==> src/rtl/sha256_pkg.sv <==
// Shared types and constants for the SHA-256 message front-end.
// Imported by the padder and its word-padding helper.
package sha256_pkg;

    localparam int         BLK_W    = 512;
    localparam int         WORD_W   = 32;
    localparam logic [7:0] PAD_BYTE = 8'h80;

    typedef enum logic {
        FILL,
        EMIT
    } padder_state_e;

    // Element 15 is message word 0 so the packed vector puts word 0 on top
    typedef logic [15:0][WORD_W-1:0] blk_words_t;

endpackage

==> src/rtl/sha256_pad_word.sv <==
// Final-word shaper: keeps the valid leading bytes, zeroes the rest and
// drops the 0x80 marker right after them; flags a full word (marker spills).
module sha256_pad_word
    import sha256_pkg::*;
(
    input  logic [WORD_W-1:0] data,
    input  logic [2:0]        nbytes,
    output logic [WORD_W-1:0] word,
    output logic              ovf
);

    // Byte-count driven mask and marker insertion
    always_comb begin
        word = data;
        ovf  = 1'b0;
        case (nbytes)
            3'd0:    word = {PAD_BYTE, 24'h0};
            3'd1:    word = {data[31:24], PAD_BYTE, 16'h0};
            3'd2:    word = {data[31:16], PAD_BYTE, 8'h0};
            3'd3:    word = {data[31:8], PAD_BYTE};
            default: ovf  = 1'b1;
        endcase
    end

endmodule

==> src/rtl/sha256_padder.sv <==
// SHA-256 message padder: packs 32-bit words into 512-bit blocks and
// appends the 0x80 marker, zero fill and 64-bit bit length.
module sha256_padder
    import sha256_pkg::*;
#(
    parameter int LEN_W = 64
) (
    input  logic              clk,
    input  logic              rst,
    input  logic              in_valid,
    output logic              in_ready,
    input  logic [WORD_W-1:0] in_data,
    input  logic              in_last,
    input  logic [2:0]        in_bytes,
    output logic              blk_valid,
    input  logic              blk_ready,
    output logic [BLK_W-1:0]  blk_data,
    output logic              blk_first,
    output logic              blk_last
);

    padder_state_e     state;
    blk_words_t        blk_q;
    blk_words_t        fill_blk;
    blk_words_t        extra_blk;
    logic [3:0]        widx;
    logic [LEN_W-1:0]  bit_cnt;
    logic [LEN_W-1:0]  len_next;
    logic [63:0]       len_fill;
    logic [63:0]       len_cur;
    logic              first_flag;
    logic              pend_extra;
    logic              pend_80;
    logic [2:0]        b_eff;
    logic [WORD_W-1:0] pad_word;
    logic              pad_ovf;
    logic [4:0]        p_idx;

    // Byte counts above four behave as a full word
    assign b_eff    = in_bytes[2] ? 3'd4 : in_bytes;
    assign len_next = bit_cnt + LEN_W'({b_eff, 3'b000});
    assign len_fill = 64'(len_next);
    assign len_cur  = 64'(bit_cnt);
    assign p_idx    = {1'b0, widx} + {4'b0000, pad_ovf};

    assign in_ready  = (state == FILL);
    assign blk_valid = (state == EMIT);
    assign blk_data  = blk_q;

    sha256_pad_word u_pad_word (
        .data   (in_data),
        .nbytes (b_eff),
        .word   (pad_word),
        .ovf    (pad_ovf)
    );

    // Block image after accepting the final word of a message
    always_comb begin
        fill_blk = blk_q;
        for (int i = 0; i < 16; i++) begin
            if (5'(i) == {1'b0, widx})
                fill_blk[15-i] = pad_ovf ? in_data : pad_word;
            else if (5'(i) == p_idx)
                fill_blk[15-i] = {PAD_BYTE, 24'h0};
            else if (5'(i) > {1'b0, widx})
                fill_blk[15-i] = '0;
        end
        if (p_idx <= 5'd13) begin
            fill_blk[1] = len_fill[63:32];
            fill_blk[0] = len_fill[31:0];
        end
    end

    // Trailing block when the length did not fit behind the data
    always_comb begin
        extra_blk     = '0;
        extra_blk[15] = pend_80 ? {PAD_BYTE, 24'h0} : '0;
        extra_blk[1]  = len_cur[63:32];
        extra_blk[0]  = len_cur[31:0];
    end

    // Fill/emit sequencing with registered block outputs
    always_ff @(posedge clk) begin
        if (rst) begin
            state      <= FILL;
            blk_q      <= '0;
            widx       <= '0;
            bit_cnt    <= '0;
            first_flag <= 1'b1;
            pend_extra <= 1'b0;
            pend_80    <= 1'b0;
            blk_first  <= 1'b0;
            blk_last   <= 1'b0;
        end else begin
            unique case (state)
                FILL: if (in_valid) begin
                    if (in_last) begin
                        blk_q      <= fill_blk;
                        bit_cnt    <= len_next;
                        blk_first  <= first_flag;
                        blk_last   <= (p_idx <= 5'd13);
                        pend_extra <= (p_idx >= 5'd14);
                        pend_80    <= p_idx[4];
                        state      <= EMIT;
                    end else begin
                        blk_q[4'd15 - widx] <= in_data;
                        bit_cnt <= bit_cnt + LEN_W'(32);
                        widx    <= widx + 4'd1;
                        if (widx == 4'd15) begin
                            blk_first <= first_flag;
                            blk_last  <= 1'b0;
                            state     <= EMIT;
                        end
                    end
                end
                EMIT: if (blk_ready) begin
                    first_flag <= 1'b0;
                    if (pend_extra) begin
                        blk_q      <= extra_blk;
                        blk_first  <= 1'b0;
                        blk_last   <= 1'b1;
                        pend_extra <= 1'b0;
                        pend_80    <= 1'b0;
                    end else begin
                        state <= FILL;
                        widx  <= '0;
                        if (blk_last) begin
                            bit_cnt    <= '0;
                            first_flag <= 1'b1;
                        end
                    end
                end
                default: state <= FILL;
            endcase
        end
    end

endmodule

==> config.mk <==
export PLATFORM = sky130hd
export DESIGN_NAME = sha256_padder
export DESIGN_NICKNAME = d
export VERILOG_FILES = /design/src/rtl/sha256_pkg.sv /design/src/rtl/sha256_pad_word.sv /design/src/rtl/sha256_padder.sv
export SDC_FILE = /design/constraint.sdc
export NUM_CORES = 1
export LEC_CHECK = 0
export CORE_MARGIN = 3
export CORE_UTILIZATION = 50
export CTS_CLUSTER_DIAMETER = 40
export DETAILED_ROUTE_END_ITERATION = 16
export GPL_TIMING_DRIVEN = 0
export PLACE_DENSITY_LB_ADDON = 0.1
export REMOVE_ABC_BUFFERS = 1
export SETUP_SLACK_MARGIN = 0.02
export SLEW_MARGIN = 20
export SYNTH_ARGS = -nofsm -noshare
export SYNTH_HDL_FRONTEND = slang
export SYNTH_HIERARCHICAL = 1
export SYNTH_SLANG_ARGS = --single-unit
==> constraint.sdc <==
create_clock -name clk -period 4.9 [get_ports clk]
set_input_delay 1.225 -clock clk [delete_from_list [all_inputs] [get_ports clk]]
set_output_delay 1.225 -clock clk [all_outputs]
set_load 0.01 [all_outputs]
Word level (Yosys, flattened, before mapping)
Index checks and enable logic that the tools add are counted.
Widths: inputs -> output; s select.
- flip-flop bits (word level): 586
- bits of input ports: 40
- output and inout bits: 516
- logic and storage cells: 233
- add/sub/neg operators: 5
- magnitude comparators: 19
- eq/ne operators: 58
- muxes and demuxes: 99
- bitwise operators: 1
- reductions and logical operators: 27
- operator list (kind ; number):
    $mux 512 ; 4
    $mux 32 ; 50
    $pmux 512 s2 ; 1
    $bwmux 512 ; 1
    $mux 64 ; 6
    $demux 32 s4 ; 1
    $pmux 32 s4 ; 1
    $pmux 64 s2 ; 1
    $reduce_and 4->1 ; 20
    $ne 5x2->1 const B ; 13
    $add 64x6->64 ; 1
    $add 64x6->64 const B ; 1
    $eq 4x5->1 const A ; 8
    $eq 4x4->1 const A ; 8
    $gt 4x4->1 const A ; 8
    $mux 1 ; 23
    $eq 3x5->1 const A ; 4
    $eq 3x4->1 const A ; 4
    $gt 3x4->1 const A ; 4
    $mux 4 ; 4
    $ne 6x2->1 const B ; 2
    $eq 2x5->1 const A ; 2
    $ne 2x2->1 const B ; 5
    $pmux 1 s2 ; 5
    28 further kinds ; 32

Logic depth before layout (Yosys ltp)
- depth after elaboration: 12
- depth in mapped cells: 12
- depth with buffers taken out: 10

Cells and area by module
The synthesis kept the hierarchy.
- modules (own cells, without submodules) (module ; instances ; cells an instance ; area each (µm²) ; sequential area each (µm²)):
    sha256_padder ; 1 ; 3762 ; 28960.3 ; 11671.2
    sha256_pad_word ; 1 ; 40 ; 284.0 ; 0.0

Least setup slack after synthesis
OpenSTA, ideal clock, no wires.
- kind: input -> register
- start point: input port in_bytes[0]
- end point: register blk_q (netlist bit blk_data[57])
- setup time: 132 ps
- data arrival time: 3892 ps
- data required time: 4768 ps
- setup slack: 876 ps
- cell stages on the path: 10
- buffers on the path: 0
- path through: nor2b_1 ha_1 inv_1 fa_1 nand2b_1 a2111oi_2 nand3_1 o211a_1 nor3_1 a21oi_1
- word-level cells in the longest chain between the ends: 12
- elaborated cells on any way between the ends: 21
- classes of those cells: add/sub (2); order compare (1); eq/ne (5); mux (10); reduce/logical (3)
- RTL lines (element ; line ; RTL):
    start: declaration ; sha256_padder.sv:14 ; input logic [2:0] in_bytes,
    $mux 3 (*) ; sha256_padder.sv:40 ; assign b_eff = in_bytes[2] ? 3'd4 : in_bytes;
    $eq 3x1->1 (tied with other cells) ; sha256_pad_word.sv:16 ; case (nbytes)
    $reduce_or 4->1 (no source line) ; -- ;
    $mux 1 ; sha256_pad_word.sv:16 ;
    $add 4x1->5 ; sha256_padder.sv:44 ; assign p_idx = {1'b0, widx} + {4'b0000, pad_ovf};
    $eq 4x5->1 ; sha256_padder.sv:63 ; else if (5'(i) == p_idx)
    $mux 32 ; sha256_padder.sv:63 ;
    $mux 32 ; sha256_padder.sv:61 ; if (5'(i) == {1'b0, widx})
    $mux 64 ; sha256_padder.sv:68 ; if (p_idx <= 5'd13) begin
    $mux 512 ; sha256_padder.sv:97 ; if (in_last) begin
    $mux 512 ; sha256_padder.sv:96 ; FILL: if (in_valid) begin
    $pmux 512 s2 ; sha256_padder.sv:95 ; unique case (state)
    end signal: assignment ; sha256_padder.sv:98 ; blk_q <= fill_blk;
    end signal: indexed assignment ; sha256_padder.sv:106 ; blk_q[4'd15 - widx] <= in_data;
    end signal: assignment ; sha256_padder.sv:119 ; blk_q <= extra_blk;
    end: declaration ; sha256_padder.sv:23 ; blk_words_t blk_q;
Every way passes the cells marked *; elsewhere a longest branch is shown, timed or not. The select of a mux whose other input is x is not followed.
A chain may end at the register's enable or synchronous reset.

Worst setup path in the final report
- start point: input port in_bytes[0]
- end point: register blk_q (netlist bit blk_data[27])
- word-level cells in the longest chain between the ends: 12
- elaborated cells on any way between the ends: 21
- classes of those cells: add/sub (2); order compare (1); eq/ne (5); mux (10); reduce/logical (3)
- RTL lines (element ; line ; RTL):
    $mux 3 (*) ; sha256_padder.sv:40 ;
    via b_eff[0] ; sha256_padder.sv:34 ; logic [2:0] b_eff;
    $eq 3x1->1 (tied with other cells) ; sha256_pad_word.sv:16 ;
    $reduce_or 4->1 (no source line) ; -- ;
    $mux 1 ; sha256_pad_word.sv:16 ;
    $add 4x1->5 ; sha256_padder.sv:44 ;
    $eq 4x5->1 ; sha256_padder.sv:63 ;
    $mux 32 ; sha256_padder.sv:63 ;
    $mux 32 ; sha256_padder.sv:61 ;
    $mux 64 ; sha256_padder.sv:68 ;
    $mux 512 ; sha256_padder.sv:97 ;
    $mux 512 ; sha256_padder.sv:96 ;
    $pmux 512 s2 ; sha256_padder.sv:95 ;
The timed path passes the listed nets; every way through them passes the cells marked *. The select of a mux whose other input is x is not followed.

==> impl_summary.log <==
INFO  metric worst_clock_skew = 0.0254 ns
INFO  metric drc = 0
INFO  metric timing.critical_path.arrival = 5.34 ns
INFO  metric design.portCount = 556
INFO  metric clk_root_buffer_cell = sky130_fd_sc_hd__clkbuf_16
INFO  metric number_of_vias_after_detailed_routing = 33800
INFO  metric fmaxAchievable = 210 MHz
INFO  metric post_drt_wl_per_cell = 28.6 um
INFO  metric htree_num_levels = 3
INFO  metric number_of_enable_flip_flop_cells_after_synthesis = 0
INFO  metric finalWeightedCongestion = 1.01
INFO  metric holdWs = 0.448 ns
INFO  metric required_time_of_the_critical_path = 5.49 ns
INFO  metric post-cts-setup-buffer-count = 0
INFO  metric hold_violations = 0
INFO  metric crit_path_start_kind = input pin
INFO  metric clockBufferDepth = 3
INFO  metric clk-insertion-delay-late = 0.65 ns
INFO  metric post_synth_num_cell_types = 95
INFO  metric die_height = 248 um
INFO  metric clkSinkCount = 583
INFO  metric via_count_of_the_first_global_routing_pass = 30200
INFO  metric cp_cell_sequence = clkdlybuf4s50_1 -> nor2b_2 -> ha_1 -> inv_1 -> fa_1 -> nor2b_1 -> o2111ai_1 -> nor3_4 -> xnor2_1 -> a211oi_1 -> o221a_2
INFO  metric tritoncts = yes
INFO  metric timing.critical_path.slowest_cell_delay = 0.63 ns
INFO  metric post_synth.cell_area_avg = 7.69 um^2
INFO  metric number_of_iterations_in_the_first_detailed_routing_pass = 7
INFO  metric timing.max_slew.rel_slack = 20.3%
INFO  metric ant_nets = 0
INFO  metric placement_rows = 88
INFO  metric layout-drive-gt1-share = 9.68%
INFO  metric clock_pin_slew_on_the_worst_setup_and_hold_paths = 0.05 ns
INFO  metric ys_warn_count = 6
INFO  metric dieWidth = 248 um
INFO  metric slowest_stage = sky130_fd_sc_hd__nor3_4
INFO  metric global_route.usage.total = 43.9%
INFO  metric flow.area_growth_from_synthesis = 35.0%
INFO  metric ys_async_sr_fraction = 0%
INFO  metric path_class = in2reg
INFO  metric layout.filler_cells = 4878
INFO  metric synth_area = 0.0292 mm^2
INFO  metric timing.max_cap.violations = 0
INFO  metric via_density_per_instance = 6.79
INFO  metric floorplan.initialDensity = 50.6%
INFO  metric path_max_fanout = 8
INFO  metric placement.io_buffers = 555
INFO  metric synthesis.instances = 3802
INFO  metric fp.coreArea = 0.0578 mm^2
INFO  metric drt_wl_total = 142000 um
INFO  metric slew_viol_final = 0
INFO  metric p_leak = 13.1 nW
INFO  metric grt_first_pass_wirelength = 204000 um
INFO  metric pre_cts_ws = -0.683 ns
INFO  metric initial_drc_count = 5034
INFO  metric layout_nets = 4184
INFO  metric setup_ws = 0.147 ns
INFO  metric postSynth.topFlopCell = sky130_fd_sc_hd__dfxtp_1
INFO  metric timing.critical_path.to_type = flip-flop
INFO  metric period_needed = 4.75 ns
INFO  metric hold_class = reg2reg
INFO  metric final-setup-viol-count = 0
INFO  metric pin_count_of_the_biggest_net_entering_global_routing = 120
INFO  metric antenna_found_initial = 8
INFO  metric grt.overflow.total = 0
INFO  metric grt_setup_unrepaired = no
INFO  metric cts_hold_buf = 0
INFO  metric design.die.area = 0.0614 mm^2
INFO  metric finalCritPeriodShare = 97.0%
INFO  metric yosys_register_bits = 583
INFO  metric detailedPlacementHpwl = 97900 um
INFO  metric power.ir.vdd_worst = 0.312 mV
INFO  metric run_status = finished, final reports clean
INFO  metric timing_worst_slew_pin_value = 1.16 ns
INFO  metric numCtsBuffers = 98
INFO  metric dpl_cell_area = 0.0360 mm^2
INFO  metric final_area = 0.0395 mm^2
INFO  metric power-per-cell-area = 356 mW/mm^2
INFO  metric synth_sequential_area_ratio = 39.9%
cells in the final DEF, fill, tap and decap left out, drive strengths merged, types with 35 or more instances in the layout:
cell type,count
dfxtp,583
clkdlybuf4s50,552
a21oi,384
nor2,378
nand2,312
o21ai,293
nor3,282
nand3,162
o22ai,147
clkbuf,116
buf,71
o211ai,65
a22oi,61
nand4,50
a31oi,49
nor4,48
inv,39
mux2i,36
a221oi,35
and2,35
critical path, delay by kind of cell:
kind            cells  cell delay (ns)
simple gates        3             1.45
compound gates      3             1.18
fa+ha+maj           2             0.71
buf+inv             2             0.52
xor+xnor            1             0.24
cell usage after synthesis (20+ instances only):
library cell               instances  area share, %
sky130_fd_sc_hd__dfxtp_1         583             40
sky130_fd_sc_hd__a21oi_1         383            6.6
sky130_fd_sc_hd__nor2_1          377            4.8
sky130_fd_sc_hd__nand2_1         312            4.0
sky130_fd_sc_hd__clkbuf_1        303            3.9
sky130_fd_sc_hd__o21ai_0         285            4.9
sky130_fd_sc_hd__nor3_1          279            4.8
sky130_fd_sc_hd__nand3_1         162            2.8
sky130_fd_sc_hd__o22ai_1         147            3.1
sky130_fd_sc_hd__o211ai_1         65            1.7
sky130_fd_sc_hd__a22oi_1          61            1.6
sky130_fd_sc_hd__buf_2            50           0.86
sky130_fd_sc_hd__a31oi_1          49            1.0
sky130_fd_sc_hd__nand4_1          48            1.0
sky130_fd_sc_hd__nor4_1           46           0.98
sky130_fd_sc_hd__mux2i_1          36            1.2
sky130_fd_sc_hd__a221oi_1         34            1.0
sky130_fd_sc_hd__a22o_1           34            1.0
sky130_fd_sc_hd__mux2_2           33            1.3
sky130_fd_sc_hd__and2_1           32           0.68
sky130_fd_sc_hd__buf_1            32           0.41
sky130_fd_sc_hd__nor2b_1          30           0.64
sky130_fd_sc_hd__or3_1            27           0.58
sky130_fd_sc_hd__xnor2_1          25           0.75
sky130_fd_sc_hd__inv_1            22           0.28
sky130_fd_sc_hd__a211oi_1         21           0.54
sky130_fd_sc_hd__and3_1           20           0.43
power breakdown:
group	internal (mW)	switching (mW)	total [mW]
clock	4.41	2.68	7.09
sequential	4.91	0.144	5.05
combinational	0.681	1.23	1.91
total	10.0	4.06	14.1
sequential cells by signal, summed over array words and instances, names as in the netlist:
signal	count
blk_data	512
bit_cnt	61
widx	4
blk_first	1
blk_last	1
blk_valid	1
first_flag	1
pend_80	1
pend_extra	1
through the flow:
step	TNS [ns]	utilization [%]	total power, mW	instances
detailed placement	-16.40	62.4	6.98	4796
CTS	-0.0247	68.2	14.0	4978
global route	0	68.3	14.3	4981
global placement	-9332.58	59.2	6.86	4729
finish	0	68.3	14.1	4983
floorplan	-2268.75	-	5.88	3409
layer usage:
metal	up-vias	part of all wire, %	global-route usage [%]
met3	486	14	15.3
li1	14700	-	-
met5	-	0.025	0
met2	2520	42	64.2
met4	6	6.1	22.1
met1	16100	38	57.2
path summary, 6_finish.rpt:
path / startpoint / to / slack [ns] / depth (start not counted)
setup reg to reg: widx[2]$_SDFFE_PP0P_ / blk_data[429]$_SDFFE_PP0P_ / 0.74 / 6
hold reg to reg: blk_data[156]$_SDFFE_PP0P_ / blk_data[156]$_SDFFE_PP0P_ / 0.45 / 2
setup / recovery: in_bytes[0] / blk_data[27]$_SDFFE_PP0P_ / 0.15 / 11
hold / removal: blk_data[156]$_SDFFE_PP0P_ / blk_data[156]$_SDFFE_PP0P_ / 0.45 / 2
layout make-up:
class / instances / area [um^2] / area share (%)
clock inverters: 66 / 776 / 1.96
well taps: 765 / 957 / 2.42
flip-flops and latches: 583 / 11700 / 29.6
multi-input cells: 2804 / 16400 / 41.6
diodes: 4 / 10.0 / 0.0254
clock buffers: 116 / 2620 / 6.64
repair buffers: 623 / 6940 / 17.6
inverters: 22 / 85.1 / 0.215
cell families after synthesis:
family                   Yosys count  share of synthesized area [%]
AND/OR/NAND/NOR                 1423                           23.3
AO/OA/AOI/OAI                   1265                           27.1
flip-flops                       583                           39.9
buffers and inverters            415                           5.62
multiplexers                      70                           2.55
XOR/XNOR                          34                           1.02
adder cells (fa/ha/maj)           12                          0.539
what timing repair did:
action                                  CTS  global route
pin swaps                                 0             0
gates resized for setup                   0             3
endpoints found under the setup margin    3            18
No activity file was read; power rests on OpenSTA's default activity.
